File: src/rtl/lsu_ctrl.sv
// Load/store initiator between the execute stage and the data memory port.
// Issues one or two word-aligned, byte-enabled memory transactions per
// load/store. Accesses that straddle a word boundary are split in two.
// Load results are sign- or zero-extended into rd.
module lsu_ctrl #(
    parameter int DM_ADDRESS = 9,
    parameter int DATA_W     = 32
) (
    input  logic                  clk,
    input  logic                  rst_n,
    input  logic                  MemRead,
    input  logic                  MemWrite,
    input  logic [2:0]            Funct3,
    input  logic [DM_ADDRESS-1:0] addr,
    input  logic [DATA_W-1:0]     wd,
    output logic                  stall,
    output logic                  done,
    output logic                  err,
    output logic [DATA_W-1:0]     rd,
    output logic                  mem_req,
    output logic                  mem_we,
    output logic [DM_ADDRESS-1:0] mem_addr,
    output logic [3:0]            mem_be,
    output logic [DATA_W-1:0]     mem_wdata,
    input  logic                  mem_ready,
    input  logic [DATA_W-1:0]     mem_rdata
);

    typedef enum logic [1:0] {IDLE, REQ0, REQ1, RESP} state_t;

    localparam logic [DM_ADDRESS-1:0] WORD_STEP = DM_ADDRESS'(4);

    state_t state;

    // Per-access context captured when the instruction is accepted
    logic                  we_q;
    logic [2:0]            funct_q;
    logic [1:0]            off_q;
    logic [DATA_W-1:0]     wd_q;
    logic [2:0]            mask_hi_q;
    logic                  split_q;
    logic [DATA_W-1:0]     rdata0_q;

    logic                  req_in;
    logic                  illegal_in;
    logic [3:0]            base_mask;
    logic [6:0]            mask_in;
    logic [DATA_W-1:0]     wdata0_in;
    logic [DATA_W-1:0]     wdata1;
    logic [5:0]            byte_sh;
    logic [DATA_W-1:0]     raw;

    // Sign/zero extension of the lane-aligned load bytes
    function automatic logic [DATA_W-1:0] load_ext(input logic [2:0] f,
                                                   input logic [DATA_W-1:0] v);
        case (f)
            3'b000:  load_ext = {{(DATA_W-8){v[7]}}, v[7:0]};
            3'b001:  load_ext = {{(DATA_W-16){v[15]}}, v[15:0]};
            3'b100:  load_ext = {{(DATA_W-8){1'b0}}, v[7:0]};
            3'b101:  load_ext = {{(DATA_W-16){1'b0}}, v[15:0]};
            default: load_ext = v;
        endcase
    endfunction

    assign req_in     = MemRead | MemWrite;
    // Read wins when both are requested, so legality follows the load rules then
    assign illegal_in = MemRead ? ((Funct3 == 3'b011) || (Funct3[2:1] == 2'b11))
                                : (Funct3 > 3'b010);

    // Lane mask for the incoming access; bits 6:4 spill into the next word
    always_comb begin
        case (Funct3[1:0])
            2'b00:   base_mask = 4'b0001;
            2'b01:   base_mask = 4'b0011;
            default: base_mask = 4'b1111;
        endcase
        mask_in = {3'b000, base_mask} << addr[1:0];
    end

    assign wdata0_in = wd << {addr[1:0], 3'b000};
    assign byte_sh   = {1'b0, off_q, 3'b000};
    // Only used when split, so off_q is 1..3 and the shift is 24/16/8
    assign wdata1    = wd_q >> (6'd32 - byte_sh);

    // Reassemble the loaded bytes; the second word only contributes on a split
    always_comb begin
        if (state == REQ1)
            raw = (rdata0_q >> byte_sh) | (mem_rdata << (6'd32 - byte_sh));
        else
            raw = mem_rdata >> byte_sh;
    end

    // Pipeline freezes combinationally in the request cycle and while transacting
    assign stall = rst_n & (((state == IDLE) & req_in) | (state == REQ0) | (state == REQ1));

    // Access context and first read word; no reset needed on pure data
    always_ff @(posedge clk) begin
        if (state == IDLE && req_in) begin
            we_q      <= ~MemRead;
            funct_q   <= Funct3;
            off_q     <= addr[1:0];
            wd_q      <= wd;
            mask_hi_q <= mask_in[6:4];
            split_q   <= |mask_in[6:4];
        end
        if (state == REQ0 && mem_ready) begin
            rdata0_q <= mem_rdata;
        end
    end

    // Access sequencer with registered memory-port and completion outputs
    always_ff @(posedge clk or negedge rst_n) begin
        if (!rst_n) begin
            state     <= IDLE;
            done      <= 1'b0;
            err       <= 1'b0;
            rd        <= '0;
            mem_req   <= 1'b0;
            mem_we    <= 1'b0;
            mem_addr  <= '0;
            mem_be    <= 4'b0000;
            mem_wdata <= '0;
        end else begin
            done <= 1'b0;
            err  <= 1'b0;
            case (state)
                IDLE: begin
                    if (req_in) begin
                        if (illegal_in) begin
                            state <= RESP;
                            done  <= 1'b1;
                            err   <= 1'b1;
                        end else begin
                            state     <= REQ0;
                            mem_req   <= 1'b1;
                            mem_we    <= ~MemRead;
                            mem_addr  <= {addr[DM_ADDRESS-1:2], 2'b00};
                            mem_be    <= mask_in[3:0];
                            mem_wdata <= MemRead ? '0 : wdata0_in;
                        end
                    end
                end
                REQ0: begin
                    if (mem_ready) begin
                        if (split_q) begin
                            state     <= REQ1;
                            mem_addr  <= mem_addr + WORD_STEP;
                            mem_be    <= {1'b0, mask_hi_q};
                            mem_wdata <= we_q ? wdata1 : '0;
                        end else begin
                            state     <= RESP;
                            done      <= 1'b1;
                            mem_req   <= 1'b0;
                            mem_we    <= 1'b0;
                            mem_addr  <= '0;
                            mem_be    <= 4'b0000;
                            mem_wdata <= '0;
                            if (!we_q) rd <= load_ext(funct_q, raw);
                        end
                    end
                end
                REQ1: begin
                    if (mem_ready) begin
                        state     <= RESP;
                        done      <= 1'b1;
                        mem_req   <= 1'b0;
                        mem_we    <= 1'b0;
                        mem_addr  <= '0;
                        mem_be    <= 4'b0000;
                        mem_wdata <= '0;
                        if (!we_q) rd <= load_ext(funct_q, raw);
                    end
                end
                default: begin
                    // Instruction is still on the inputs here; do not reissue it
                    state <= IDLE;
                end
            endcase
        end
    end

endmodule

File: config.mk
export PLATFORM = sky130hd
export DESIGN_NAME = lsu_ctrl
export DESIGN_NICKNAME = d
export VERILOG_FILES = /design/src/rtl/lsu_ctrl.sv
export SDC_FILE = /design/constraint.sdc
export NUM_CORES = 1
export LEC_CHECK = 0
export CAP_MARGIN = 10
export CORE_MARGIN = 5
export CORE_UTILIZATION = 45
export CTS_CLUSTER_DIAMETER = 40
export DETAILED_ROUTE_END_ITERATION = 8
export DONT_BUFFER_PORTS = 1
export GPL_TIMING_DRIVEN = 0
export REMOVE_ABC_BUFFERS = 1
export SYNTH_ARGS = -nofsm -noshare
export SYNTH_HDL_FRONTEND = slang
export SYNTH_SLANG_ARGS = --single-unit
File: constraint.sdc
create_clock -name clk -period 4.6 [get_ports clk]
set_clock_uncertainty 0.2 [all_clocks]
set_input_delay 0.92 -clock clk [delete_from_list [all_inputs] [get_ports clk]]
set_output_delay 0.92 -clock clk [all_outputs]
set_load 0.005 [all_outputs]
; Yosys cells after proc, flatten, opt, wreduce, memory -nomap -nowiden
; Index checks and enable logic that the tools add are counted.
[op_classes]
shifts = 6
bitwise_logic = 7
n_mux = 51
n_eq_ne = 13
n_mul = 0
n_div = 0
reduce_logical = 13
n_lt_le_gt_ge = 1
addsub = 2
[ops]
columns = op, count
row1 = two-way mux 32 bit, 12
row2 = one-hot mux 32 bit (4 select lines), 1
row3 = one-hot mux 32 bit (3 select lines), 1
row4 = one-hot mux 32 bit (2 select lines), 1
row5 = right shift 32 x 5 -> 32 bit, 2
row6 = two-way mux 9 bit, 5
row7 = bitwise OR 32 bit, 1
row8 = << shifter 32 x 5 -> 32 bit, 1
row9 = << shifter 32 x 6 -> 32 bit, 1
row10 = right shift 32 x 6 -> 32 bit, 1
row11 = one-hot mux 9 bit (3 select lines), 1
row12 = two-way mux 4 bit, 4
row13 = two-way mux 1 bit, 15
row14 = one-hot mux 4 bit (3 select lines), 1
row15 = "!= test 2 bit, second input constant", 5
row16 = "adder 9 x 3 -> 9 bit, second input constant", 1
row17 = one-hot mux 1 bit (3 select lines), 3
row18 = two-way mux 2 bit, 4
row19 = one-hot mux 4 bit (2 select lines), 1
row20 = << shifter 4 x 2 -> 7 bit, 1
row21 = "equality test 3 bit, second input constant", 2
row22 = one-hot mux 2 bit (3 select lines), 1
row23 = AND reduction 6 bit, 1
row24 = "subtractor 6 x 5 -> 6 bit, first input constant", 1
row25 = 19 further kinds, 26
[word_totals]
mem_count = 0
ram_bits = 0
out_inout_bits = 82
latchBits = 0
word_cells = 109
ff_bits = 157
inputBits = 81
romBits = 0

; Depth between registers and ports, before layout
[logic_depth]
ltp_word = 9
depth_mapped = 11
mapped_depth_nobuf = 7

; Least setup slack after synthesis
; Ideal clock, no wire load.
[synth_path]
path_kind = input port to output port
from = in MemRead
to = out stall
required_ps = 3480
path_buffers = 0
arrival_time_ps = 3120
setup_slack_ps = 360
cell_stages = 3
path_cell_list = nor2_1 -> nor2b_1 -> o31a_1
[synth_via]
elab_chain_len = 5
[synth_rtl]
columns = element, line_no
row1 = "start, declared", 11  ; input logic MemRead,
row2 = bitwise OR 1 bit, 65  ; assign req_in = MemRead | MemWrite;
row3 = bitwise AND 1 bit, 94  ; assign stall = rst_n & (((state == IDLE) & req_in) | (state == REQ0) | (state == REQ1));
row4 = bitwise OR 1 bit (2 in a row), 94
row5 = bitwise AND 1 bit, 94
row6 = "end, declared", 16  ; output logic stall,
; No other way between the ends.

; Final worst setup path
[layout_path]
from = reg off_q[1]
to = reg mem_wdata[26]
[layout_via]
elab_chain_len = 6
[layout_rtl]
columns = element, line_no
row1 = "start, declared", 38  ; logic [1:0] off_q;
row2 = "start signal, assigned", 101  ; off_q <= addr[1:0];
row3 = subtractor 6 x 5 -> 6 bit, 83  ; assign wdata1 = wd_q >> (6'd32 - byte_sh);
row4 = right shift 32 x 6 -> 32 bit, 83
row5 = two-way mux 32 bit, 149  ; mem_wdata <= we_q ? wdata1 : '0;
row6 = two-way mux 32 bit, 145  ; if (split_q) begin
row7 = two-way mux 32 bit, 144  ; if (mem_ready) begin
row8 = one-hot mux 32 bit (3 select lines), 126  ; case (state)
row9 = "end signal, assigned", 139  ; mem_wdata <= MemRead ? '0 : wdata0_in;
row10 = "end signal, assigned", 149
row11 = "end, declared", 24  ; output logic [DATA_W-1:0] mem_wdata,
; No other way between the ends. The select of a mux whose other input is x is not followed.
; A chain may end at the register's enable or synchronous reset.

==> key figures <==
Status
  – Outcome: finished, final reports clean

GRT
  – Initial antenna violation count: 0
  – Vias in the first global route: 6748
  – First-pass GRT wire length: 38000 um
  – Remaining global-route overflow: 0
  – Tot GR Track Use: 0.218
  – Pin count of the biggest net entering global routing: 82

Detailed routing
  – Total detailed-routing wirelength: 24400 um
  – WL met1: 9660 um
  – Routed wl met2: 12100 um
  – Routed Antenna Nets: 0
  – Via count: 6560
  – Top routing layer in use: met4
  – WL per Instance: 22.7 um
  – DR vias/cell: 6.10
  – DR DRC count: 0
  – Wire length on met3: 2240 um
  – Initial DRC count: 450
  – First drt pass iteration count: 6

Floorplanning
  – Die X: 150 um
  – Die area: 22400 um^2
  – Starting utilization of the core area: 0.454
  – Core area: 19300 um^2
  – Row count: 51
  – Top Ports: 163
  – Die Span Y: 150 um

Synth
  – #FFs+latches synth: 155
  – Synth Instances: 827
  – Synthesized area per cell: 10.6 um^2
  – Yosys warning count: 0
  – Ys flop type: dfrtp_1
  – Mapped Area: 8790 um^2
  – Yosys cell types: 57
  – Seq/Total Area, Yosys: 0.484
  – FFs w/ async S/R, synth: 0.523
  – Post-synth EDFFs: 74

CTS
  – CTS tree: done
  – CTS Root Cell: clkbuf_16
  – CTS max path bufs: 2
  – CTS Buf Count: 17
  – # hold bufs at CTS: 1
  – Skew-Pair Late Insertion Delay: 0.42 ns
  – CTS Sinks: 155
  – CTS-repair resized insts: 0
  – Setup Fix Bufs, Post-CTS: 0
  – Worst-path clk slew: 0.07 ns
  – H-tree depth: 4

STA
  – Final Hold Vio Count: 0
  – Slew @ Worst Pin: 1.18 ns
  – Unrepaired setup endpoints after global routing: false
  – Hold slack: 0.199 ns
  – Final Max Slew Viols: 0
  – Slew headroom: 0.208
  – Setup TNS: 0 ns
  – Count of final setup violators: 0
  – Final Cycle Share: 0.869
  – Final WS setup: 0.602 ns
  – Fmax: 250 MHz
  – Clock period minus final worst setup slack: 4.00 ns

Finish
  – Commonest non-fill, non-tap cell in the layout: nand2_1
  – Area grow syn2layout: 10.7%
  – Layout net count: 886
  – Ant. Diodes: 0
  – Share of layout cells above drive strength 1: 0.137
  – Final core utilization: 0.503
  – Fill count: 1771
  – Most frequent cells in the layout: 103 x nand2_1, 92 x mux2i_1, 82 x o21ai_0

Placement
  – Dpl ws: 0.621 ns
  – DP HPWL: 16500 um
  – Number of I/O port buffers: 0
  – RePlAce Congestion: 0.828

Pwr
  – Pwr dens: 661 nW/um^2
  – Max VDD drop: 0.000273 V
  – Leakage Power: 3.75 nW
  – Total power draw: 0.00642 W

Worst setup path
  – Critical Path AT: 4.14 ns
  – Max FO, Critical Path: 36
  – Crit path capture type: flip-flop
  – Critical Path RT: 4.74 ns
  – Setup CP Type: reg2reg
  – Worst setup SP type: flip-flop

Flow run
  – Max cap viols: 0

Hold path
  – HP Class: in2async
## sequential cells by signal, indices dropped and copies added (netlist names), 3 cells and up
signal / cells
funct_q: 3
mask_hi_q: 3
mem_addr: 7
mem_be: 4
mem_wdata: 32
rd: 32
rdata0_q: 32
wd_q: 32
## metrics by stage
step | instances | cell area, um^2
after floorplan | 763 | 8430
after global placement | 1028 | 8760
after detailed placement | 1043 | 9090
after CTS | 1076 | 9720
after global routing | 1076 | 9720
final | 1076 | 9720
## power breakdown
group / internal, W / leakage (nW) / switching, W
registers: 0.00198 / 1.71 / 0.000403
logic: 0.00108 / 1.74 / 0.00149
clock network: 0.000873 / 0.298 / 0.000593
total: 0.00394 / 3.75 / 0.00249
## cell families (layout without fill, tap and decap cells)
| logic type | count (synthesis) | after routing | synth area share |
|---|---|---|---|
| compound gates | 243 | 243 | 0.174 |
| fa+ha+maj | 7 | 7 | 0.00997 |
| buf+inv | 77 | 60 | 0.0466 |
| flops | 155 | 155 | 0.484 |
| other cells | 1 | 2 | 0.000427 |
| simple gates | 210 | 210 | 0.109 |
| mux | 134 | 134 | 0.176 |
## per-layer routing
layer / track usage / up-vias
met2: 0.371 / 232
met5: 0 / -
met1: 0.261 / 3270
met3: 0.0812 / 29
li1: - / 3029
met4: 0.0595 / 0
## synth_stat cells, types with 13 or more instances
cell type / count / share of area
o21ai_0: 82 / 0.047
dfrtp_1: 81 / 0.23
a31oi_1: 19 / 0.014
mux2i_1: 92 / 0.10
mux4_2: 13 / 0.033
mux2_2: 27 / 0.035
buf_4: 13 / 0.011
nand2_1: 103 / 0.044
buf_2: 26 / 0.015
edfxtp_1: 74 / 0.25
nor3_1: 14 / 0.0080
o22ai_1: 20 / 0.014
a21oi_1: 27 / 0.015
clkbuf_1: 18 / 0.0077
a22oi_1: 40 / 0.034
nor2_1: 48 / 0.021
## final timing paths
kind | startpoint | endpoint | slack (ns) | cells after the start
worst max-delay path | off_q[1] | mem_wdata[26] | 0.60 | 8
worst min-delay path | rst_n | rd[24] | 0.20 | 1
worst max register to register | off_q[1] | mem_wdata[26] | 0.60 | 8
worst min register to register | mem_wdata[27] | mem_wdata[27] | 0.32 | 2
max in group asynchronous | rst_n | mem_wdata[30] | 3.65 | 1
min in group clk | mem_wdata[27] | mem_wdata[27] | 0.32 | 2
## critical path, cell delays in order (launching register included)
cell	delay, ns
edfxtp_1	0.70
buf_8	0.29
buf_16	0.16
inv_2	0.30
ha_2	0.49
buf_12	0.24
nor4_2	1.00
a22oi_1	0.29
o21ai_0	0.21
## layout make-up
type | instances | area (um^2) | share of cell area
Sequential cell | 155 | 4250 | 0.437
Tap cell | 265 | 332 | 0.0341
Clock inverter | 13 | 165 | 0.0170
Inverter | 12 | 45.0 | 0.00463
Clock buffer | 19 | 443 | 0.0456
Timing Repair Buffer | 16 | 334 | 0.0344
Multi-Input combinational cell | 596 | 4160 | 0.427
Power figures use the tool's default switching activity.
